<file path="config.mk">
export PLATFORM = sky130hd
export DESIGN_NAME = bounded_response_monitor_flat
export DESIGN_NICKNAME = d
export VERILOG_FILES = /design/src/rtl/brm_pkg.sv /design/src/rtl/bounded_response_monitor_if.sv /design/src/rtl/brm_sat_counter.sv /design/src/rtl/bounded_response_monitor.sv /design/src/flat_wrapper.sv
export SDC_FILE = /design/constraint.sdc
export NUM_CORES = 1
export LEC_CHECK = 0
export CORE_MARGIN = 5
export CORE_UTILIZATION = 41
export CTS_CLUSTER_DIAMETER = 100
export DETAILED_ROUTE_END_ITERATION = 8
export GPL_ROUTABILITY_DRIVEN = 0
export PLACE_DENSITY = 0.87
export SLEW_MARGIN = 25
export SYNTH_ARGS = -nofsm -noshare
export SYNTH_HDL_FRONTEND = slang
export SYNTH_HIERARCHICAL = 1
export SYNTH_SLANG_ARGS = --single-unit
</file>
<file path="constraint.sdc">
create_clock -name clk -period 2.9 [get_ports clk]
set_clock_uncertainty 0.05 [all_clocks]
set_input_delay 0.435 -clock clk [delete_from_list [all_inputs] [get_ports clk]]
set_output_delay 0.435 -clock clk [all_outputs]
set_load 0.02 [all_outputs]
</file>
<file path="src/rtl/brm_pkg.sv">
// Shared types and helpers for the bounded-delay response monitor.
package brm_pkg;

  typedef enum logic {
    IDLE  = 1'b0,
    ARMED = 1'b1
  } state_t;

  localparam int DLY_W = 8;

  function automatic logic [DLY_W-1:0] sat_inc_dly(input logic [DLY_W-1:0] v);
    return (&v) ? v : v + 1'b1;
  endfunction

endpackage

</file>
<file path="src/rtl/bounded_response_monitor_if.sv">
// Stream inputs, match values and verdict outputs of the response monitor.
interface bounded_response_monitor_if #(
  parameter int W     = 32,
  parameter int CNT_W = 16
);
  logic [W-1:0]     x_in;
  logic [W-1:0]     y_in;
  logic [W-1:0]     trig_val;
  logic [W-1:0]     resp_val;
  logic             busy;
  logic             pass;
  logic             fail;
  logic [CNT_W-1:0] pass_cnt;
  logic [CNT_W-1:0] fail_cnt;
  logic [CNT_W-1:0] overlap_cnt;

  modport master (
    output x_in, y_in, trig_val, resp_val,
    input  busy, pass, fail, pass_cnt, fail_cnt, overlap_cnt
  );

  modport slave (
    input  x_in, y_in, trig_val, resp_val,
    output busy, pass, fail, pass_cnt, fail_cnt, overlap_cnt
  );
endinterface

</file>
<file path="src/rtl/brm_sat_counter.sv">
// Event counter that sticks at all-ones instead of wrapping.
module brm_sat_counter #(
  parameter int CNT_W = 16
) (
  input  logic             clk,
  input  logic             rst,
  input  logic             inc,
  output logic [CNT_W-1:0] cnt_o
);

  logic [CNT_W-1:0] cnt_q;

  always_ff @(posedge clk or posedge rst) begin
    if (rst) begin
      cnt_q <= '0;
    end else if (inc && (cnt_q != '1)) begin
      cnt_q <= cnt_q + 1'b1;
    end
  end

  assign cnt_o = cnt_q;

endmodule

</file>
<file path="src/rtl/bounded_response_monitor.sv">
// Run-time checker for trigger |-> ##[MIN_DLY:MAX_DLY] response with registered pass/fail pulses.
// Defining BRM_UNBOUNDED_EN turns the window into ##[MIN_DLY:$]: no timeout, fail never fires.
module bounded_response_monitor
  import brm_pkg::*;
#(
  parameter int W       = 32,
  parameter int MIN_DLY = 1,
  parameter int MAX_DLY = 10,
  parameter int CNT_W   = 16
) (
  input  logic                       clk,
  input  logic                       rst,
  bounded_response_monitor_if.slave  mon
);

  localparam logic [DLY_W-1:0] MIN_L = DLY_W'(MIN_DLY);
  localparam logic [DLY_W-1:0] MAX_L = DLY_W'(MAX_DLY);

  logic [W-1:0]     x_w;
  logic [W-1:0]     y_w;
  logic             trig;
  logic             resp;

  state_t           state_q, state_d;
  logic [DLY_W-1:0] dly_q, dly_d;
  logic             pass_q, pass_d;
  logic             fail_q, fail_d;
  logic             ovl_inc;

  assign x_w  = mon.x_in;
  assign y_w  = mon.y_in;
  assign trig = (x_w == mon.trig_val);
  assign resp = (y_w == mon.resp_val);

  always_ff @(posedge clk or posedge rst) begin
    if (rst) begin
      state_q <= IDLE;
      dly_q   <= '0;
      pass_q  <= 1'b0;
      fail_q  <= 1'b0;
    end else begin
      state_q <= state_d;
      dly_q   <= dly_d;
      pass_q  <= pass_d;
      fail_q  <= fail_d;
    end
  end

  // dly_q holds the offset of the current cycle relative to the trigger cycle.
  always_comb begin
    state_d = state_q;
    dly_d   = dly_q;
    pass_d  = 1'b0;
    fail_d  = 1'b0;
    ovl_inc = 1'b0;
    case (state_q)
      IDLE: begin
        if (trig) begin
          state_d = ARMED;
          dly_d   = 8'd1;
        end
      end
      ARMED: begin
        ovl_inc = trig;
        if (dly_q < MIN_L) begin
          dly_d = sat_inc_dly(dly_q);
        end else if (resp) begin
          pass_d  = 1'b1;
          state_d = IDLE;
          dly_d   = '0;
`ifdef BRM_UNBOUNDED_EN
        end else begin
          dly_d = sat_inc_dly(dly_q);
        end
`else
        end else if (dly_q >= MAX_L) begin
          fail_d  = 1'b1;
          state_d = IDLE;
          dly_d   = '0;
        end else begin
          dly_d = sat_inc_dly(dly_q);
        end
`endif
      end
      default: begin
        state_d = IDLE;
        dly_d   = '0;
      end
    endcase
  end

  brm_sat_counter #(.CNT_W(CNT_W)) u_pass_cnt (
    .clk   (clk),
    .rst   (rst),
    .inc   (pass_d),
    .cnt_o (mon.pass_cnt)
  );

  brm_sat_counter #(.CNT_W(CNT_W)) u_fail_cnt (
    .clk   (clk),
    .rst   (rst),
    .inc   (fail_d),
    .cnt_o (mon.fail_cnt)
  );

  brm_sat_counter #(.CNT_W(CNT_W)) u_overlap_cnt (
    .clk   (clk),
    .rst   (rst),
    .inc   (ovl_inc),
    .cnt_o (mon.overlap_cnt)
  );

  assign mon.busy = (state_q == ARMED);
  assign mon.pass = pass_q;
  assign mon.fail = fail_q;

endmodule

</file>
<file path="src/flat_wrapper.sv">
// flat-port wrapper written by rule: the top's interface ports become plain ports
module bounded_response_monitor_flat import brm_pkg::*;
#(
  parameter int W       = 32,
  parameter int MIN_DLY = 1,
  parameter int MAX_DLY = 10,
  parameter int CNT_W   = 16
)
  (clk, rst, mon_x_in, mon_y_in, mon_trig_val, mon_resp_val, mon_busy, mon_pass, mon_fail, mon_pass_cnt, mon_fail_cnt, mon_overlap_cnt);
  bounded_response_monitor_if #(.W(W), .CNT_W(CNT_W)) mon_i ();
  input  logic clk;
  input  logic rst;
  input wire logic [$bits(mon_i.x_in)-1:0] mon_x_in;
  input wire logic [$bits(mon_i.y_in)-1:0] mon_y_in;
  input wire logic [$bits(mon_i.trig_val)-1:0] mon_trig_val;
  input wire logic [$bits(mon_i.resp_val)-1:0] mon_resp_val;
  output wire logic [$bits(mon_i.busy)-1:0] mon_busy;
  output wire logic [$bits(mon_i.pass)-1:0] mon_pass;
  output wire logic [$bits(mon_i.fail)-1:0] mon_fail;
  output wire logic [$bits(mon_i.pass_cnt)-1:0] mon_pass_cnt;
  output wire logic [$bits(mon_i.fail_cnt)-1:0] mon_fail_cnt;
  output wire logic [$bits(mon_i.overlap_cnt)-1:0] mon_overlap_cnt;
  assign mon_i.x_in = mon_x_in;
  assign mon_i.y_in = mon_y_in;
  assign mon_i.trig_val = mon_trig_val;
  assign mon_i.resp_val = mon_resp_val;
  assign mon_busy = mon_i.busy;
  assign mon_pass = mon_i.pass;
  assign mon_fail = mon_i.fail;
  assign mon_pass_cnt = mon_i.pass_cnt;
  assign mon_fail_cnt = mon_i.fail_cnt;
  assign mon_overlap_cnt = mon_i.overlap_cnt;
  bounded_response_monitor #(.W(W), .MIN_DLY(MIN_DLY), .MAX_DLY(MAX_DLY), .CNT_W(CNT_W)) u_core (.clk(clk), .rst(rst), .mon(mon_i));
endmodule
</file>
==> summary.md, run 1 <==
| Metric | Value |
|---|---|
| Status | finished, final reports clean |
| IO buf count | 180 |
| 1st-iter DRT viols | around 120 |
| DP Worst Slack | -0.166 ns |
| Critical path's top delay family | simple AND/OR/NAND/NOR gates |
| Die H | roughly 100 um |
| Vias in the first global route | about 3600 |
| Clock transition at path regs | around 0.07 ns |
| CTS max path bufs | 2 |
| Setup crit start kind | primary input |
| Crit Path Class | primary input to register |
| Total global routing overflow | 0 |
| CP dominant cell by count | nand4_1 |
| Std-Cell Rows | 34 |
| Crit path max fanout | 6 |
| GRT Overall Usage | 0.200 |
| Most common cell in the netlist | xor2_1 |
| Via-per-instance ratio | 5.07 |
| Final ANT Viol Nets | 0 |
| Synth top area share | 0.403 |
| Proportion of synthesized chip area in sequential cells | 0.403 |
| Fin. Hold Viols | 0 |
| Pin count of the biggest net entering global routing | 17 |
| Worst EP required | a little over 3 ns |
| DRC | 0 |
| Critical Path Start | mon_resp_val[26] |
| Synth Net Count | around 480 |
| Fraction of registers with async set/reset | 1.00 |
| Total power per unit cell area | 325 nW/um2 |
| First-pass GRT wire length | 17.9 mm |
| Commonest cells in the netlist | xor2_1 (64), dfrtp_1 (59), xnor2_1 (34) |
| Crit path to | u_core/u_pass_cnt/cnt_o[13] |
| Worst setup margin | 0.156 ns |
| Slowest stage delay, CP | between 0.4 and 0.5 ns |
| Clock Tree Root | clkbuf_8 |
| Primary FF master, synth | dfrtp_1 |
| DP Wirelength | about 9 mm |
| Antenna violations before repair | 1 |
| Post-synth design cell area | between 3000 and 4000 um2 |
| Period utilization | 0.946 |
| CTS Buf Count | 9 |
| Post-synth EDFFs | 0 |
| Final Max Tran Viols | 0 |
| Worst slack on hold paths | between 0.4 and 0.5 ns |
| Critical path cell sequence | clkdlybuf4s50_1 -> xor2_1 -> nor4_1 -> nand4_1 -> or2_1 -> nor2_1 -> buf_4 -> nand3_1 -> nor4_4 -> nand4_1 -> xnor2_1 |
| Max Cap Viol | 0 |
| H-tree levels | 3 |
| Avg Synthesized Cell Area | about 11 um2 |
| RSZ-0062 raised after global routing | no |
| IO Count | 181 |
| Max Fclk | roughly 360 MHz |
| Share of cells above drive strength 1 | 0.103 |
| First-pass DRT Iterations | 4 |
| Crit path capture type | register |
| Power Total | between 1.5 and 2 mW |
| # setup viols final | 0 |
| Final critical-path required period | about 2.7 ns |
| P_leak | between 2 and 3 nW |
| Final core occ | 0.677 |
| Worst path depth | 11 |
| Final WL | 11.1 mm |
| Slowest-stage cell, CP | clkdlybuf4s50_1 |
| FF+latch count, synth | slightly below 60 |
| Ys Warns | 6 |
| Worst slew pin tran | roughly 0.63 ns |
| Wire length per cell | 16.7 um |
| Min-Delay Path Class | primary input to asynchronous set/reset pin |
| CTS tree | yes |
| Initial Util | 0.420 |
| Setup TNS Final | 0 ns |
| Yosys top cell by area | dfrtp_1 |
| Yosys cell types | 36 |
| Worst skew pair latency | 0.33 ns |
| Core area | between 8000 and 9000 um2 |
| R2r endpoint | u_core/u_fail_cnt/cnt_o[14] |
| Reg2reg setup slack | around 0.47 ns |
| Worst r2r src | u_core/dly_q[0] |
| Clock sink total | 59 |
| Nets | slightly below 700 |
| N_diodes | 0 |
| Synthesis-to-layout area growth | 61.0% |
| Gate Count Post-Synth | roughly 350 |
| Area contributors post-synth | dfrtp_1 (40%), xor2_1 (15%), xnor2_1 (8.1%) |
| Buf+Inv Stages, Crit Path | 2 |
| Slew margin rel. | 0.579 |
| DIE AREA | 10900 um2 |
| Data arrival time of the critical path | around 2.9 ns |
| VDD IR max | 0.000260 V |
| FF-to-FF path depth | 10 |
| Floorplan die width | about 100 um |
| Vias | about 3400 |
| Post-CTS setup repair buffer count | 0 |
[what timing repair did]
action                     CTS  global route
gates resized for setup      0             1
setup endpoints to repair    0             1
hold buffers                 0             0
[layout make-up]
class                      count  area, um2
multi-input combinational    282       2160
clock buffer                  11        131
timing repair buffer         192       1890
clock inverter                 5       77.6
fill                         643       2820
inverter                       7       26.3
sequential                    59       1480
tap                          108        135
[through the flow]
step           area (um2)  std cells
6_report             5900        664
5_1_grt              5900        664
4_1_cts              5900        664
3_5_place_dp         5690        648
3_3_place_gp         5690        648
2_1_floorplan        3660        348
[cells in the final DEF, fill, tap and decap left out, types with 4 or more instances in the layout]
cell,n
inv_1,7
clkbuf_8,9
xor2_1,64
a21oi_1,8
clkdlybuf4s50_1,180
dfrtp_1,59
and3_1,12
nor2_1,14
ha_1,6
buf_4,12
nand4_1,21
nor4_2,4
and2_1,7
nand2_1,21
nor4_1,13
nand3_1,23
mux2_2,6
and4_1,10
xnor2_1,34
[power breakdown]
part | switching [mW] | total, mW | internal (mW)
clock network | 0.317 | 0.799 | 0.482
logic | 0.0992 | 0.294 | 0.195
registers | 0.000000158 | 0.823 | 0.823
[metal layers]
layer  routed length, um  vias to the layer above  global-route usage
met1                4370                     1590               0.233
met2                5970                      101               0.364
met3                 605                       12              0.0598
met4                  94                        2              0.0389
li1                    -                     1663                   -
met5                  11                        -                   0
[sequential cells by signal, indices dropped and copies added (netlist names)]
signal                      flops
u_core/dly_q                    8
u_core/u_pass_cnt/cnt_o        16
u_core/u_overlap_cnt/cnt_o     16
u_core/u_fail_cnt/cnt_o        16
u_core/mon.pass                 1
u_core/mon.busy                 1
u_core/mon.fail                 1
[how the worst min path moves through the flow]
stage          slack [ns]  cells past startpoint                           to                         from
5_1_grt              0.48                      1  u_core/u_pass_cnt/cnt_o[15]  u_core/u_pass_cnt/cnt_o[15]
3_3_place_gp         0.45                      1  u_core/u_fail_cnt/cnt_o[15]  u_core/u_fail_cnt/cnt_o[15]
6_report             0.46                      2              u_core/dly_q[4]                          rst
2_1_floorplan        0.24                      1              u_core/dly_q[0]                          rst
3_5_place_dp         0.45                      1              u_core/dly_q[7]              u_core/dly_q[7]
4_1_cts              0.46                      2              u_core/dly_q[4]                          rst
[logic make-up after synthesis]
kind of cell               Yosys count  synth area share
muxes                                9            0.0266
DFF                                 59             0.403
adders and majority gates            6            0.0205
and+or+nand+nor                    150             0.272
xor gates and xnor gates            98             0.234
AOI/OAI and AO/OA                   19            0.0362
buffers and inverters                7           0.00717
No activity file was read; power rests on OpenSTA's default activity.
==> run 2, diff against run 1 <==
--- a/config.mk
+++ b/config.mk
@@ -6,11 +6,12 @@
 export NUM_CORES = 1
 export LEC_CHECK = 0
 export CORE_MARGIN = 5
-export CORE_UTILIZATION = 41
+export CORE_UTILIZATION = 60
 export CTS_CLUSTER_DIAMETER = 100
 export DETAILED_ROUTE_END_ITERATION = 8
+export DONT_BUFFER_PORTS = 1
 export GPL_ROUTABILITY_DRIVEN = 0
-export PLACE_DENSITY = 0.87
+export PLACE_DENSITY = 0.82
 export SLEW_MARGIN = 25
 export SYNTH_ARGS = -nofsm -noshare
 export SYNTH_HDL_FRONTEND = slang
==> run 2 against run 1 <==
Against the previous run: critical path depth decreased by 2; wire length down 19%; design area is 32% lower; largest cell class unchanged; power decreased by 8.5%.
==> summary.md, run 2 (same netlist as run 1, synthesis figures left out) <==
| Metric | Value |
|---|---|
| Status | finished, final reports clean |
| Area of the multi-input gates | 2160 um2 (about the same) |
| Worst EP required | 3.06 ns (about the same) |
| Wire length per cell | 20.2 um (+22%) |
| RSZ-0062 raised after global routing | no |
| Pin count of the biggest net entering global routing | 17 (unchanged) |
| Crit path max fanout | 4 (-2) |
| GRT Overall Usage | 0.232 (+0.0315) |
| FF-to-FF path depth | 9 (-1) |
| Final Max Tran Viols | 0 (unchanged) |
| Std-Cell Rows | 28 (-18%) |
| Setup TNS Final | 0 ns (unchanged) |
| VDD IR max | 0.000325 V (+25%) |
| Data arrival time of the critical path | 2.65 ns (-0.26 ns) |
| Combinational share of power | 0.054 (-0.099) |
| First-pass DRT Iterations | 4 (unchanged) |
| NetSw | 0.379 mW (-9.1%) |
| Critical Path Start | u_core/dly_q[0] |
| Final core occ | 0.679 (+0.00181) |
| Clk pwr share | 0.477 (+0.060) |
| Setup crit start kind | register |
| Post-CTS setup repair buffer count | 0 (unchanged) |
| Fill cells | 449 (-30%) |
| Pint | 1.37 mW (-8.3%) |
| Min-Delay Path Class | primary input to asynchronous set/reset pin |
| Final critical-path required period | 2.49 ns (-0.253 ns) |
| Max Fclk | 401 MHz (+10%) |
| Leading cell type in the layout, fill and taps excluded | xor2_1 |
| P_leak | 1.82 nW (-28%) |
| Reg2reg setup slack | 0.41 ns (-0.06 ns) |
| 1st-iter DRT viols | 159 (+28%) |
| Period utilization | 0.859 (-0.0873) |
| Slew margin rel. | 0.579 (about the same) |
| Sequential share of power | 0.469 (+0.039) |
| DRC | 0 (unchanged) |
| Post-route insts no fill | 443 (-33%) |
| Worst r2r src | u_core/dly_q[0] |
| Clock sink total | 59 (unchanged) |
| R2r endpoint | u_core/u_fail_cnt/cnt_o[14] |
| Vias | 2762 (-18%) |
| CTS Buf Count | 9 (unchanged) |
| Vias in the first global route | 2855 (-20%) |
| DP Wirelength | 7.03 mm (-24%) |
| Synthesis-to-layout area growth | 9.63% |
| Fin. Hold Viols | 0 (unchanged) |
| FF/Latch Area | 1480 um2 (unchanged) |
| CTS tree | yes |
| Worst skew pair latency | 0.32 ns (about the same) |
| Cell count after placement | 426 (-34%) |
| H-tree levels | 3 (unchanged) |
| Sw frac | 0.216 (-0.00151) |
| Leading cell types in the layout, fill and taps excluded | xor2_1 (64), dfrtp_1 (59), xnor2_1 (34) |
| CTS max path bufs | 2 (unchanged) |
| IO buf count | 0 (-100%) |
| Nets | 499 (-27%) |
| Max Cap Viol | 0 (unchanged) |
| Via-per-instance ratio | 6.23 (+23%) |
| Floorplan die width | 88.2 um (-16%) |
| IO Count | 181 (unchanged) |
| Clock transition at path regs | 0.07 ns (about the same) |
| Crit path capture type | register |
| Crit Path Class | register to register |
| Worst slew pin tran | 0.631 ns (+0.0000807 ns) |
| Total global routing overflow | 0 (unchanged) |
| Power Total | 1.75 mW (-8.5%) |
| Final ANT Viol Nets | 0 (unchanged) |
| Worst slack on hold paths | 0.00998 ns (-0.446 ns) |
| Initial Util | 0.619 (+0.199) |
| Share of cells above drive strength 1 | 0.133 (+0.0306) |
| Antenna violations before repair | 0 (-1) |
| Core area | 5920 um2 (-32%) |
| Die H | 88.2 um (-16%) |
| # setup viols final | 0 (unchanged) |
| First-pass GRT wire length | 13.8 mm (-23%) |
| Clock Tree Root | clkbuf_8 |
| DIE AREA | 7770 um2 (-29%) |
| Final WL | 8.97 mm (-19%) |
| N_diodes | 0 (unchanged) |
| Total power per unit cell area | 436 nW/um2 (+34%) |
run 2: layout make-up:
class                   count  share of cell area
multi-input cells         282               0.538
flip-flops and latches     59               0.367
clock buffers              10              0.0343
well taps                  75              0.0234
clock inverters             6              0.0221
repair buffers              4             0.00810
inverters                   7             0.00654
run 2: critical path: stages, from the launching register on:
cell and delay, ns:
dfrtp_1 0.43, inv_1 0.13, ha_1 0.16, o31ai_1 0.06, and2_2 0.22, nor3b_1 0.37, and4_1 0.33, nand3_1 0.15
nor2_1 0.16, mux2_2 0.34
run 2: per-stage QoR:
stage	cell area (um2)	setup slack (ns)
CTS	4020	0.429
global route	4020	0.289
floorplan	3660	0.388
finish	4020	0.409
global placement	3780	0.313
detailed placement	3780	0.261
run 2: power groups by stage:
stage	Combinational, mW	Sequential [mW]	Clock [mW]
global route	0.105	0.822	0.900
CTS	0.0963	0.823	0.852
finish	0.0951	0.823	0.835
global placement	0.0902	0.838	0
floorplan	0.0800	0.838	0
detailed placement	0.0944	0.838	0
run 2: worst max path at each step:
stage                                       end
CTS                 u_core/u_fail_cnt/cnt_o[14]
finish              u_core/u_fail_cnt/cnt_o[14]
global route        u_core/u_fail_cnt/cnt_o[13]
global placement    u_core/u_pass_cnt/cnt_o[14]
floorplan           u_core/u_pass_cnt/cnt_o[14]
detailed placement  u_core/u_pass_cnt/cnt_o[14]
run 2: per-layer routing:
| metal | wire [um] | part of all wire | track usage |
|---|---|---|---|
| met1 | 3590 | 0.40 | 0.284 |
| met2 | 4320 | 0.48 | 0.368 |
| met3 | 880 | 0.098 | 0.0847 |
| met4 | 180 | 0.020 | 0.102 |
| met5 | 0 | 0 | 0 |
run 2: repair_timing:
| action | 4_1_cts | 5_1_grt |
|---|---|---|
| hold buffers | 1 | 0 |
| endpoints found under the hold margin | 11 | 0 |
| resized for setup | 0 | 0 |
| setup endpoints to repair | 0 | 0 |
